**src/rtl/pipe_pkg.sv**
```systemverilog
// Shared constants for the elastic pipeline stage register and its counters.
package pipe_pkg;

    localparam logic [31:0] RV32_NOP      = 32'h0000_0013;
    localparam int          CNT_W_DEFAULT = 32;

    localparam logic [1:0] OCC_EMPTY = 2'd0;
    localparam logic [1:0] OCC_ONE   = 2'd1;
    localparam logic [1:0] OCC_FULL  = 2'd2;

endpackage

```
**src/rtl/sat_counter.sv**
```systemverilog
// Up-counter that sticks at all-ones instead of wrapping; async active-high clear.
module sat_counter #(
    parameter int W = 32
) (
    input  logic         clk,
    input  logic         async_rst,
    input  logic         inc,
    output logic [W-1:0] count
);

    logic [W-1:0] r_count;

    always_ff @(posedge clk or posedge async_rst) begin
        if (async_rst) begin
            r_count <= '0;
        end else if (inc && (r_count != {W{1'b1}})) begin
            r_count <= r_count + W'(1);
        end
    end

    assign count = r_count;

endmodule

```
**src/rtl/pipe_stage_reg.sv**
```systemverilog
// Elastic stage-boundary register with stall, flush, bubble fill and perf counters.
// Define PIPE_STAGE_SKID_EN to add a skid entry so in_ready no longer depends on out_ready.
module pipe_stage_reg
    import pipe_pkg::*;
#(
    parameter int                 DATA_W    = 64,
    parameter logic [DATA_W-1:0]  NOP_VALUE = {{(DATA_W-32){1'b0}}, RV32_NOP},
    parameter int                 CNT_W     = CNT_W_DEFAULT
) (
    input  logic              clk,
    input  logic              async_rst,
    input  logic              en,
    input  logic              sync_rst,
    input  logic              in_valid,
    output logic              in_ready,
    input  logic [DATA_W-1:0] in_data,
    output logic              out_valid,
    input  logic              out_ready,
    output logic [DATA_W-1:0] out_data,
    output logic [1:0]        occupancy,
    output logic [CNT_W-1:0]  stall_cnt,
    output logic [CNT_W-1:0]  bubble_cnt,
    output logic [CNT_W-1:0]  flush_cnt
);

    logic              r_main_v;
    logic [DATA_W-1:0] r_main_d;
    logic              w_skid_v;
    logic              w_in_fire;
    logic              w_out_fire;

    assign out_valid  = en & r_main_v;
    assign w_in_fire  = in_valid & in_ready;
    assign w_out_fire = out_valid & out_ready;
    // r_main_d is reloaded with NOP_VALUE whenever the entry empties, so it can drive out_data directly.
    assign out_data   = r_main_d;

`ifdef PIPE_STAGE_SKID_EN
    logic              r_skid_v;
    logic [DATA_W-1:0] r_skid_d;

    assign w_skid_v = r_skid_v;
    assign in_ready = ~async_rst & en & ~r_skid_v;

    always_ff @(posedge clk or posedge async_rst) begin
        if (async_rst) begin
            r_main_v <= 1'b0;
            r_main_d <= NOP_VALUE;
            r_skid_v <= 1'b0;
            r_skid_d <= NOP_VALUE;
        end else if (sync_rst) begin
            r_main_v <= 1'b0;
            r_main_d <= NOP_VALUE;
            r_skid_v <= 1'b0;
            r_skid_d <= NOP_VALUE;
        end else if (en) begin
            if (w_out_fire) begin
                if (r_skid_v) begin
                    r_main_v <= 1'b1;
                    r_main_d <= r_skid_d;
                    if (w_in_fire) begin
                        r_skid_d <= in_data;
                    end else begin
                        r_skid_v <= 1'b0;
                        r_skid_d <= NOP_VALUE;
                    end
                end else if (w_in_fire) begin
                    r_main_d <= in_data;
                end else begin
                    r_main_v <= 1'b0;
                    r_main_d <= NOP_VALUE;
                end
            end else if (w_in_fire) begin
                // Main is blocked downstream: park the newcomer behind it.
                if (r_main_v) begin
                    r_skid_v <= 1'b1;
                    r_skid_d <= in_data;
                end else begin
                    r_main_v <= 1'b1;
                    r_main_d <= in_data;
                end
            end
        end
    end
`else
    assign w_skid_v = 1'b0;
    assign in_ready = ~async_rst & en & (~r_main_v | out_ready);

    always_ff @(posedge clk or posedge async_rst) begin
        if (async_rst) begin
            r_main_v <= 1'b0;
            r_main_d <= NOP_VALUE;
        end else if (sync_rst) begin
            r_main_v <= 1'b0;
            r_main_d <= NOP_VALUE;
        end else if (en) begin
            if (w_in_fire) begin
                r_main_v <= 1'b1;
                r_main_d <= in_data;
            end else if (w_out_fire) begin
                r_main_v <= 1'b0;
                r_main_d <= NOP_VALUE;
            end
        end
    end
`endif

    always_comb begin
        occupancy = OCC_EMPTY;
        case ({w_skid_v, r_main_v})
            2'b01:   occupancy = OCC_ONE;
            2'b11:   occupancy = OCC_FULL;
            2'b10:   occupancy = OCC_ONE;
            default: occupancy = OCC_EMPTY;
        endcase
    end

    // Counter slots: 0 = stall, 1 = bubble, 2 = flush.
    logic [2:0]       w_cnt_inc;
    logic [CNT_W-1:0] w_cnt_val [3];

    assign w_cnt_inc[0] = en & r_main_v & ~out_ready;
    assign w_cnt_inc[1] = en & ~r_main_v;
    assign w_cnt_inc[2] = sync_rst;

    generate
        for (genvar gi = 0; gi < 3; gi++) begin : g_cnt
            sat_counter #(
                .W (CNT_W)
            ) u_cnt (
                .clk       (clk),
                .async_rst (async_rst),
                .inc       (w_cnt_inc[gi]),
                .count     (w_cnt_val[gi])
            );
        end
    endgenerate

    assign stall_cnt  = w_cnt_val[0];
    assign bubble_cnt = w_cnt_val[1];
    assign flush_cnt  = w_cnt_val[2];

endmodule

```
**config.mk**
```make
export PLATFORM = sky130hd
export DESIGN_NAME = pipe_stage_reg
export DESIGN_NICKNAME = d
export VERILOG_FILES = /design/src/rtl/pipe_pkg.sv /design/src/rtl/sat_counter.sv /design/src/rtl/pipe_stage_reg.sv
export SDC_FILE = /design/constraint.sdc
export NUM_CORES = 1
export LEC_CHECK = 0
export ABC_CLOCK_PERIOD_IN_PS = 13600
export CORE_MARGIN = 5
export CORE_UTILIZATION = 25
export CTS_BUF_LIST = sky130_fd_sc_hd__clkbuf_4 sky130_fd_sc_hd__clkbuf_8 sky130_fd_sc_hd__clkbuf_16
export DETAILED_ROUTE_END_ITERATION = 10
export GPL_ROUTABILITY_DRIVEN = 0
export GPL_TIMING_DRIVEN = 0
export PLACE_DENSITY = 0.58
export SLEW_MARGIN = 20
export SYNTH_ARGS = -nofsm -noshare
export SYNTH_HDL_FRONTEND = slang
export SYNTH_SLANG_ARGS = --single-unit
```
**constraint.sdc**
```tcl
create_clock -name clk -period 13.6 [get_ports clk]
set_clock_uncertainty 0.1 [all_clocks]
set_input_delay 4.08 -clock clk [delete_from_list [all_inputs] [get_ports clk]]
set_output_delay 4.08 -clock clk [all_outputs]
set_load 0.005 [all_outputs]
```
==> out/results.txt <==
Initial Util: 0.2529
WP buf/inv: 3
Maximum vdd drop: 0.06920 mV
Hold Crit Class: flip-flop to flip-flop
Largest stage delay on the critical path: 0.55 ns
Multi-input logic area: 2863 µm²
Total CTS buffers: 17
FP Rows: 61
Tmin final: 9.993 ns
Power Dens Cells: 113.2 nW/µm²
Worst setup SP type: primary input
Antenna Violating Nets Remaining: 0
CP max stage cell: clkdlybuf4s50_1
Tightest Pin Transition: 0.7576 ns
Routed WL: 20,240 µm
Yosys top cell area share: 0.5628
GR Overflow Total: 0
Core area: 27,780 µm²
Critical path required time: 9.42 ns
CTS tree: yes
Area leader, netlist: dfrtp_1
Clock-pin slew on the worst setup and hold paths: 0.07 ns
Slew margin rel.: 0.4910
Hold Vio Cnt, Final: 0
Most frequent CP cell: clkdlybuf4s50_1
EDFF count, synth: 0
Critical path peak fanout: 50
Post-CTS Resized: 0
Post-CTS Setup Bufs: 0
Largest net degree at the start of global routing: 63
Horiz. Die Dim: 177.6 µm
HPWL after DPL: 14,840 µm
RSZ-0062 raised after global routing: false
Share of cells above drive strength 1: 0.08197
Run status: finished, final reports clean
Input/output buffers: 232
Setup violators final: 0
Synth Cell Area: 7025 µm²
Initial antenna violation count: 0
Max Cap Violations: 0
Async S/R FF share, synth: 1.000
Tcrit/Tclk final: 0.7348
Seq/Total Area, Yosys: 0.5740
Area contributors post-synth: dfrtp_1 56%, xnor2_1 8.0%, a22o_1 7.6%
Delay-heaviest family, CP: buffers and inverters
Vias in the first global route: 5,732
Syn. warnings: 0
Post-synth cell types: 49
Initial DRC Count: 225
Seq cells post-synth: 161
Die ar.: 31,550 µm²
Critical-path cell list: clkdlybuf4s50_1 > inv_8 > and3_1 > clkdlybuf4s50_1
Ports: 234
Die height: 177.6 µm
Residual DRC count: 0
Leak: 4.380 nW
Filler cells: 2,784
CTS max path bufs: 2
Layout Nets: 914
Area Growth Syn to Fin: 48.78%
Worst skew pair latency: 0.41 ns
Syn Area/Cell: 11.95 µm²
Hold-fix buffers, CTS: 0
DR vias/cell: 4.485
Fin. max-slew vios: 0
Primary FF master, synth: dfrtp_1
Top post-synthesis cells by count: 158 x dfrtp_1, 64 x xnor2_1, 61 x a22o_1, 44 x nand2_1, 40 x nand3_1
CTS Sinks: 161
Drt pass-1 iters: 4
DR WL/cell: 16.43 µm
Sequential cell area: 4033 µm²
Design Power: 1.183 mW
Root Buffer Master: clkbuf_16
CTS H-tree lvls: 4
Most common cell in the synthesized netlist: dfrtp_1
Setup TNS: 0 ns
Syn Nets: 661
Syn Inst Count: 588
Kind of critical path: primary input to output port
First-pass GRT wire length: 32,370 µm
Vias: 5,526
Gr usage total: 0.1274
Fmax: 0.1001 GHz
Crit. End Element: output port
Ant. Diodes: 0
Worst path arrival time: 5.81 ns
==> state kept, by name, indices dropped and copies added (netlist names) <==
register / flops
g_cnt.u_cnt.count: 96
out_data: 64
r_main_v: 1
==> layer usage <==
metal  wire length, µm  share of wire  track usage  vias up
met1              9103           0.45       0.1686     2721
met5                 0              0            0        -
met2              9522           0.47       0.2052      146
met3              1413          0.070      0.04112        9
li1                  -              -            -     2650
met4               198         0.0098      0.02739        0
==> cells by family after synthesis <==
logic type,Yosys count,share of synthesized area
compound gates,76,0.09831
flops,161,0.5740
simple gates,223,0.1827
mux,7,0.01104
xor+xnor,87,0.1095
other cells,1,0.0005338
fa+ha+maj,3,0.005343
buf+inv,30,0.01852
==> stage by stage <==
stage | hold WS, ns | util | std cells | setup WS [ns] | instance area (µm²)
3_3_place_gp | 0.3781 | 0.3535 | 1198 | -1.379 | 9821
4_1_cts | 0.3894 | 0.3762 | 1232 | 3.535 | 10450
6_report | 0.3884 | 0.3762 | 1232 | 3.607 | 10450
5_1_grt | 0.4128 | 0.3762 | 1232 | 3.511 | 10450
2_1_floorplan | 0.3776 | - | 588 | 1.446 | 7025
3_5_place_dp | 0.3792 | 0.3557 | 1200 | 3.534 | 9883
==> where the power goes <==
group	switching (mW)	internal, mW
logic	0.0659	0.100
registers	0.0370	0.509
clock network	0.219	0.252
total	0.322	0.861
==> cell usage in the layout, fill, tap and decap left out, types with 9 or more instances in the layout <==
cell type        count
nand3_1             40
clkdlybuf4s50_1    232
clkbuf_16           17
and3_1              16
xnor2_1             64
clkbuf_1            15
nand4_1             37
a22o_1              61
nor2_1              29
dfrtp_1            158
inv_1                9
xor2_1              22
nand2_1             44
and4_1              10
==> path summary, 6_finish.rpt <==
kind | startpoint | end | slack [ns] | depth (start not counted)
max | async_rst | in_ready | 3.61 | 4
min in group asynchronous | async_rst | g_cnt[0].u_cnt.count[6]$_DFFE_PP0P_ | 3.97 | 2
min | g_cnt[1].u_cnt.count[21]$_DFFE_PP0P_ | g_cnt[1].u_cnt.count[21]$_DFFE_PP0P_ | 0.39 | 1
max in group asynchronous | async_rst | out_data[44]$_DFFE_PP0P_ | 8.80 | 3
min reg2reg | g_cnt[1].u_cnt.count[21]$_DFFE_PP0P_ | g_cnt[1].u_cnt.count[21]$_DFFE_PP0P_ | 0.39 | 1
max reg2reg | g_cnt[1].u_cnt.count[0]$_DFFE_PP0P_ | g_cnt[1].u_cnt.count[24]$_DFFE_PP0P_ | 11.14 | 7
==> final cells by class <==
| class | instances | area share |
|---|---|---|
| clock buffer | 19 | 0.04333 |
| buffer | 20 | 0.008858 |
| sequential | 161 | 0.3858 |
| multi-input combinational | 397 | 0.2739 |
| timing repair buffer | 234 | 0.2274 |
| tap | 378 | 0.04525 |
| clock inverter | 13 | 0.01113 |
| inverter | 10 | 0.004309 |
Note: power is estimated with default switching activity, not from simulation.
==> patch: new RTL, config.mk and constraints unchanged <==
`CNT_W_DEFAULT`: 32 -> 28.
--- a/src/rtl/pipe_pkg.sv
+++ b/src/rtl/pipe_pkg.sv
@@ -4,3 +4,3 @@
     localparam logic [31:0] RV32_NOP      = 32'h0000_0013;
-    localparam int          CNT_W_DEFAULT = 32;
+    localparam int          CNT_W_DEFAULT = 28;
 
Ports: changed (resized bubble_cnt, flush_cnt and stall_cnt); port bits go from 234 to 222. No check against the original RTL was run, so the function may have changed too.
==> patch against the unedited design <==
First-iteration DRC count decreased by 7.6%; worst setup slack worse by 0.34 ns; critical path depth grew 1; power fell by 2.3%; synthesized cell count shrank 9.9%; wire length down 7.9%; sequential power fell by 5.9%; sequential share of layout area grew 0.43 points; synthesized area is 9.9% lower; cell area down 8.5%; sequential cell count fell by 12; largest power group unchanged.
==> patch: results <==
[min_path]
hold_path_startpoint = g_cnt[2].u_cnt.count[10]

[synthesis]
synth_mux_area_share_pct = 0.890
synth_nets = 603
synthTopCellsByCount = dfrtp_1 (146), a22o_1 (61), xnor2_1 (53)
netlist_area_um2 = 6330
synth_area_leaders = dfrtp_1 (58%), a22o_1 (8.4%), xnor2_1 (7.3%)
synth-xor-area-share_pct = 10.7

[outcome]
status = complete, no violations

[cells_and_area]
drive_above_1_share_pct = 6.90
final_nets = 843

[pwr]
p_leak_uw = 0.00400
power_frac_clock_pct = 41.2
irDropWorstVdd_mv = 0.0563

[critical_path]
cp.arrival_ns = 6.15
r2r_slack_ns = 11.06
slowest_delay_ns = 0.50
worstPathMaxFanout = 76
reg2reg_from = r_main_v

[routing]
drt_wl_total_mm = 18.6
drtIter0Drc = 208
vias = 5020

[timing]
worstMarginPinSlew_ns = 0.795
timing.hold.ws_ns = 0.391
fin_ws_ns = 3.27

[grt]
grt_pass1_vias = 5392

[placement]
dpl_cell_area_um2 = 8980
hpwl_mm = 13.5
-- patch: changes by cell type after synthesis, sizes merged, moves of 5 or more --
cell and change:
and3 -7, nand3 -15, xnor2 -12, nand2 -5, nand4 -9, or4 +6
nor2 -7, dfrtp -12
-- patch: layout make-up --
| class | count | area (µm²) |
|---|---|---|
| inverters | 7 | 33.8 |
| repair buffers | 221 | 2230 |
| fillers | 2490 | 15500 |
| plain buffers | 20 | 85.1 |
| clock buffers | 19 | 440 |
| flip-flops and latches | 149 | 3730 |
| clock inverters | 13 | 149 |
| well taps | 330 | 413 |
| multi-input cells | 354 | 2480 |
-- patch: layer usage --
layer / share of wire, % / vias up / GRT usage (%)
met3: 7.6 / 18 / 5.18
met5: 0 / - / 0
li1: - / 2406 / -
met4: 1.4 / 0 / 3.71
met2: 47 / 150 / 20.8
met1: 44 / 2446 / 16.6
